**src/rtl/inst_queue_if.sv**
```systemverilog
// Fetch/decode-facing signal bundle of the dual-issue instruction queue.
// master = fetch/decode side driving requests, slave = the queue itself.
interface inst_queue_if #(
  parameter int unsigned DEPTH = 16
);
  localparam int unsigned CW = $clog2(DEPTH) + 1;

  logic          flush;
  logic          fetch_wen_0;
  logic [31:0]   fetch_pc_0;
  logic [31:0]   fetch_inst_0;
  logic          fetch_wen_1;
  logic [31:0]   fetch_pc_1;
  logic [31:0]   fetch_inst_1;
  logic          almost_full;
  logic          read_master;
  logic          read_slave;
  logic          master_valid;
  logic [31:0]   master_pc;
  logic [31:0]   master_inst;
  logic          slave_valid;
  logic [31:0]   slave_pc;
  logic [31:0]   slave_inst;
  logic          empty;
  logic [CW-1:0] count;

  modport master (
    output flush, fetch_wen_0, fetch_pc_0, fetch_inst_0,
    output fetch_wen_1, fetch_pc_1, fetch_inst_1, read_master, read_slave,
    input  almost_full, master_valid, master_pc, master_inst,
    input  slave_valid, slave_pc, slave_inst, empty, count
  );

  modport slave (
    input  flush, fetch_wen_0, fetch_pc_0, fetch_inst_0,
    input  fetch_wen_1, fetch_pc_1, fetch_inst_1, read_master, read_slave,
    output almost_full, master_valid, master_pc, master_inst,
    output slave_valid, slave_pc, slave_inst, empty, count
  );
endinterface

```
**src/rtl/inst_queue.sv**
```systemverilog
// Dual-issue instruction queue: circular buffer taking up to two {pc, inst} pairs per cycle
// from fetch and presenting the two oldest to decode as show-ahead master/slave outputs.
module inst_queue #(
  parameter int unsigned DEPTH = 16
) (
  input  logic         clk,
  input  logic         rst,
  inst_queue_if.slave  bus
);
  localparam int unsigned AW = $clog2(DEPTH);
  localparam int unsigned CW = AW + 1;

  logic [31:0]   pc_mem_q   [DEPTH];
  logic [31:0]   inst_mem_q [DEPTH];
  logic [AW-1:0] wr_ptr_q, wr_ptr_d, rd_ptr_q, rd_ptr_d;
  logic [CW-1:0] count_q, count_d;

  logic [AW-1:0] wr_ptr_p1, rd_ptr_p1;
  logic [1:0]    rd_req, rd_acc, wr_req, wr_acc;
  logic [CW:0]   space;
  logic          wr0_en, wr1_en;

  assign wr_ptr_p1 = wr_ptr_q + {{(AW-1){1'b0}}, 1'b1};
  assign rd_ptr_p1 = rd_ptr_q + {{(AW-1){1'b0}}, 1'b1};

  always_comb begin
    rd_req = bus.read_master ? (bus.read_slave ? 2'd2 : 2'd1) : 2'd0;
    wr_req = bus.fetch_wen_0 ? (bus.fetch_wen_1 ? 2'd2 : 2'd1) : 2'd0;

    rd_acc = rd_req;
    if ({{(CW-2){1'b0}}, rd_req} > count_q) rd_acc = count_q[1:0];

    // Same-cycle reads free slots for same-cycle writes.
    space = (CW+1)'(DEPTH) - {1'b0, count_q} + {{(CW-1){1'b0}}, rd_acc};
    wr_acc = wr_req;
    if ({{(CW-1){1'b0}}, wr_req} > space) wr_acc = space[1:0];

    wr0_en   = (wr_acc != 2'd0) && !bus.flush;
    wr1_en   = (wr_acc == 2'd2) && !bus.flush;
    count_d  = count_q + CW'(wr_acc) - CW'(rd_acc);
    wr_ptr_d = wr_ptr_q + AW'(wr_acc);
    rd_ptr_d = rd_ptr_q + AW'(rd_acc);

    if (bus.flush) begin
      count_d  = '0;
      wr_ptr_d = '0;
      rd_ptr_d = '0;
    end
  end

  always_ff @(posedge clk) begin
    if (rst) begin
      count_q  <= '0;
      wr_ptr_q <= '0;
      rd_ptr_q <= '0;
    end else begin
      count_q  <= count_d;
      wr_ptr_q <= wr_ptr_d;
      rd_ptr_q <= rd_ptr_d;
    end
  end

  // Storage is intentionally not reset; valids gate everything read from it.
  always_ff @(posedge clk) begin
    if (wr0_en) begin
      pc_mem_q[wr_ptr_q]   <= bus.fetch_pc_0;
      inst_mem_q[wr_ptr_q] <= bus.fetch_inst_0;
    end
    if (wr1_en) begin
      pc_mem_q[wr_ptr_p1]   <= bus.fetch_pc_1;
      inst_mem_q[wr_ptr_p1] <= bus.fetch_inst_1;
    end
  end

  always_comb begin
    bus.master_valid = (count_q != '0);
    bus.slave_valid  = (count_q >= CW'(2));
    bus.empty        = (count_q == '0);
    bus.almost_full  = (count_q >= CW'(DEPTH - 2));
    bus.count        = count_q;
    bus.master_pc    = '0;
    bus.master_inst  = '0;
    bus.slave_pc     = '0;
    bus.slave_inst   = '0;
    if (bus.master_valid) begin
      bus.master_pc   = pc_mem_q[rd_ptr_q];
      bus.master_inst = inst_mem_q[rd_ptr_q];
    end
    if (bus.slave_valid) begin
      bus.slave_pc   = pc_mem_q[rd_ptr_p1];
      bus.slave_inst = inst_mem_q[rd_ptr_p1];
    end
  end
endmodule

```
**src/flat_wrapper.sv**
```systemverilog
// flat-port wrapper written by rule: the top's interface ports become plain ports
module inst_queue_flat 
#(
  parameter int unsigned DEPTH = 16
)
  (clk, rst, bus_flush, bus_fetch_wen_0, bus_fetch_pc_0, bus_fetch_inst_0, bus_fetch_wen_1, bus_fetch_pc_1, bus_fetch_inst_1, bus_read_master, bus_read_slave, bus_almost_full, bus_master_valid, bus_master_pc, bus_master_inst, bus_slave_valid, bus_slave_pc, bus_slave_inst, bus_empty, bus_count);
  inst_queue_if #(.DEPTH(DEPTH)) bus_i ();
  input  logic clk;
  input  logic rst;
  input wire logic [$bits(bus_i.flush)-1:0] bus_flush;
  input wire logic [$bits(bus_i.fetch_wen_0)-1:0] bus_fetch_wen_0;
  input wire logic [$bits(bus_i.fetch_pc_0)-1:0] bus_fetch_pc_0;
  input wire logic [$bits(bus_i.fetch_inst_0)-1:0] bus_fetch_inst_0;
  input wire logic [$bits(bus_i.fetch_wen_1)-1:0] bus_fetch_wen_1;
  input wire logic [$bits(bus_i.fetch_pc_1)-1:0] bus_fetch_pc_1;
  input wire logic [$bits(bus_i.fetch_inst_1)-1:0] bus_fetch_inst_1;
  input wire logic [$bits(bus_i.read_master)-1:0] bus_read_master;
  input wire logic [$bits(bus_i.read_slave)-1:0] bus_read_slave;
  output wire logic [$bits(bus_i.almost_full)-1:0] bus_almost_full;
  output wire logic [$bits(bus_i.master_valid)-1:0] bus_master_valid;
  output wire logic [$bits(bus_i.master_pc)-1:0] bus_master_pc;
  output wire logic [$bits(bus_i.master_inst)-1:0] bus_master_inst;
  output wire logic [$bits(bus_i.slave_valid)-1:0] bus_slave_valid;
  output wire logic [$bits(bus_i.slave_pc)-1:0] bus_slave_pc;
  output wire logic [$bits(bus_i.slave_inst)-1:0] bus_slave_inst;
  output wire logic [$bits(bus_i.empty)-1:0] bus_empty;
  output wire logic [$bits(bus_i.count)-1:0] bus_count;
  assign bus_i.flush = bus_flush;
  assign bus_i.fetch_wen_0 = bus_fetch_wen_0;
  assign bus_i.fetch_pc_0 = bus_fetch_pc_0;
  assign bus_i.fetch_inst_0 = bus_fetch_inst_0;
  assign bus_i.fetch_wen_1 = bus_fetch_wen_1;
  assign bus_i.fetch_pc_1 = bus_fetch_pc_1;
  assign bus_i.fetch_inst_1 = bus_fetch_inst_1;
  assign bus_i.read_master = bus_read_master;
  assign bus_i.read_slave = bus_read_slave;
  assign bus_almost_full = bus_i.almost_full;
  assign bus_master_valid = bus_i.master_valid;
  assign bus_master_pc = bus_i.master_pc;
  assign bus_master_inst = bus_i.master_inst;
  assign bus_slave_valid = bus_i.slave_valid;
  assign bus_slave_pc = bus_i.slave_pc;
  assign bus_slave_inst = bus_i.slave_inst;
  assign bus_empty = bus_i.empty;
  assign bus_count = bus_i.count;
  inst_queue #(.DEPTH(DEPTH)) u_core (.clk(clk), .rst(rst), .bus(bus_i));
endmodule
```
**config.mk**
```make
export PLATFORM = sky130hd
export DESIGN_NAME = inst_queue_flat
export DESIGN_NICKNAME = d
export VERILOG_FILES = /design/src/rtl/inst_queue_if.sv /design/src/rtl/inst_queue.sv /design/src/flat_wrapper.sv
export SDC_FILE = /design/constraint.sdc
export NUM_CORES = 2
export LEC_CHECK = 0
export BUFFER_PORTS_ARGS = -buffer_cell sky130_fd_sc_hd__buf_2
export CELL_PAD_IN_SITES_DETAIL_PLACEMENT = 0
export CELL_PAD_IN_SITES_GLOBAL_PLACEMENT = 1
export CORE_AREA = 3 3 385 425
export DETAILED_ROUTE_END_ITERATION = 6
export DIE_AREA = 0 0 388 428
export PLACE_DENSITY = 0.63
export SKIP_LAST_GASP = 1
export SYNTH_ARGS = -nofsm -noshare
export SYNTH_HDL_FRONTEND = slang
export SYNTH_SLANG_ARGS = --single-unit
```
**constraint.sdc**
```tcl
create_clock -name clk -period 12.8 [get_ports clk]
set_clock_uncertainty 0.2 [all_clocks]
set_input_delay 1.28 -clock clk [delete_from_list [all_inputs] [get_ports clk]]
set_output_delay 1.28 -clock clk [all_outputs]
set_load 0.005 [all_outputs]
```
==> impl_metrics.toml <==
[setup_path]
cp.arrival_ns = 6.36
crit_chain = "buf_4 > buf_4 > buf_4 > buf_4 > mux4_2 > mux4_2 > and2_1 > buf_2"
path_class = "reg -> out"
path_buf_inv = 5
worst_path_max_delay_cell = "buf_4"
crit_family = "buffers and inverters"
crit_top_cell = "buf_4"
critPathMaxFanout = 43
cp-end-kind = "primary output"
slowest_delay_ns = 0.86
worstPathRequired_ns = 11.32
start_kind = "flop"

[placement]
pre_cts_slack_ns = 5.07
placed_cells = 5615
post-dp-hpwl_um = 110000
place_congestion = 0.756
dpl_cell_area_um2 = 64800
portBuffers = 271

[clock_tree]
root_buffer = "clkbuf_16"
clockBufferDepth = 3
postCtsSetupRepairBufs = 0
cts_made_buffers = 116
insertion_delay_ns = 0.75
cts.clk_slew.worst_paths_ns = 0.06
cts.sink_count = 1037
cts_resized = 0
cts_max_level = 3
cts_tree = "done"
holdBufCountCts = 0

[timing]
slew_headroom_pct = 21.6
worst_pin_slew_ns = 1.17
rsz0062_at_grt = "no"
fin_crit_sh_pct = 61.2
fmax_mhz = 128
setup_viol = 0
final_max_slew_viol_count = 0
fin_tns_setup_ns = 0
worst_slack_ns = 4.96
period_needed_ns = 7.84
finalHoldViolCount = 0

[logic_synthesis]
synth_area_leaders = "edfxtp_1 (50%), mux4_2 (21%), mux2_2 (14%)"
synth-edff-count = 1024
synth-seq-cells = 1037
synth_top_area_share_pct = 49.6
synth_largest_area_cell = "edfxtp_1"
syn-cell-area_um2 = 62000
postSynthCellCount = 3561
synth_nets = 3724
ys_async_sr_fraction_pct = 0
syn_avg_cell_area_um2 = 17.4
synth_ff_type = "edfxtp_1"
synth_cell_types = 56
seq_area_frac_synth_pct = 50.0
yosysWarnings = 0

[min_path]
hold_class = "reg -> reg"

[die]
fp-row-count = 154
ios = 272
initial_core_util_pct = 38.8
fp.coreArea_um2 = 160000
die_area_um2 = 166000
die_h_um = 428
die_w_um = 388

[outcome]
status = "finished clean"

[global_routing]
grt_max_degree = 130
grtUsageTotal_pct = 23.8
grt_pass1_wl_um = 284000
antenna_found_initial = 52
gr-total-overflow = 0
grt_pass1_vias = 37800

[layout]
layout.cells.non_filler = 5859
finish.instance_area_um2 = 68500
layout_commonest_cell = "edfxtp_1"
mostFrequentLayoutCells = "edfxtp_1 (1,024), mux2_2 (780), mux4_2 (576), buf_2 (271), a211oi_1 (128)"
area_growth_pct = 10.5
final_nets = 3790
drive_above_1_share_pct = 54.8

[power]
p_total_mw = 11.0
irDropWorstVdd_uv = 209
p_leak_nw = 21.9
powerDensity_nw_per_um2 = 161

[detailed_routing]
drt_iter0_markers = 3688
drt_wl_total_um = 200000
ant_nets = 0
via_per_inst = 6.20
wire_per_inst_um = 34.1
drt-pass1-iter-count = 5
via_count = 36300
remaining_drc_errors = 0

[flow_run]
cap_violations = 0
## per-stage QoR
stage / hold WS [ns] / utilization (%)
global placement: 0.488 / 40.6
CTS: 0.499 / 42.8
floorplan: 0.374 / -
global route: 0.526 / 42.8
finish: 0.475 / 42.9
detailed placement: 0.491 / 40.6
## routing by layer
| metal | track usage (%) | up-vias | part of all wire [%] |
|---|---|---|---|
| li1 | - | 14900 | - |
| met1 | 31.8 | 19700 | 41 |
| met2 | 39.0 | 1424 | 49 |
| met3 | 5.08 | 268 | 7.7 |
| met4 | 7.37 | 18 | 2.8 |
| met5 | 0 | - | 0.059 |
## where the power goes
part           total [mW]  switching [mW]  internal [mW]
clock network        3.25            1.45           1.80
logic                3.56            2.10           1.46
registers            4.22           0.129           4.09
total                11.0            3.68           7.35
## path summary, 6_finish.rpt
path	end	slack, ns	cells after the start	start
min	u_core.rd_ptr_q[2]	0.48	2	u_core.rd_ptr_q[2]
max reg2reg	u_core.inst_mem_q[4][20]	6.00	16	u_core.bus.count[1]
min reg2reg	u_core.rd_ptr_q[2]	0.48	2	u_core.rd_ptr_q[2]
max	bus_master_inst[31]	4.96	8	u_core.rd_ptr_q[1]
## layout make-up
cell class / count / area [um2]
fillers: 14300 / 91200
flip-flops and latches: 1037 / 31000
multi-input cells: 2086 / 29000
clock buffers: 143 / 3000
well taps: 2106 / 2640
repair buffers: 364 / 2090
clock inverters: 70 / 569
inverters: 22 / 85.1
diodes: 31 / 77.6
## cell families after synthesis
family                     Yosys count  synth area share (%)
muxes                             1667                  41.3
and+or+nand+nor                    202                  1.94
DFF                               1037                  50.0
AOI/OAI and AO/OA                  180                  2.33
adders and majority gates           28                 0.626
xor gates and xnor gates             9                 0.127
buffers and inverters              438                  3.63
## sequential cells by signal (all words and copies together), names as in the netlist
register / flops
u_core.inst_mem_q: 512
u_core.pc_mem_q: 512
u_core.bus.count: 5
u_core.rd_ptr_q: 4
u_core.wr_ptr_q: 4
## tightest hold or removal path: cells and delay by family (launching register included)
family	cells	cell delay [ns]
flops	1	0.44
simple gates	1	0.03
xor+xnor	1	0.17
## cell usage after synthesis, types with 3 or more instances
master	n
a211oi_1	128
a21oi_1	6
a22oi_1	4
and2_1	70
buf_1	38
buf_2	90
buf_4	8
buf_6	44
buf_8	12
clkbuf_1	224
dfxtp_1	13
edfxtp_1	1024
fa_1	5
ha_1	23
inv_1	22
mux2_1	124
mux2_2	780
mux2_4	120
mux2i_1	67
mux4_2	576
nand2_1	9
nand2b_1	5
nand3_1	6
nor2_1	26
nor2b_1	70
o211ai_4	8
o21ai_0	13
o21bai_1	4
o31ai_1	3
xnor2_1	4
xor2_1	5
(Power assumes the default switching activity.)
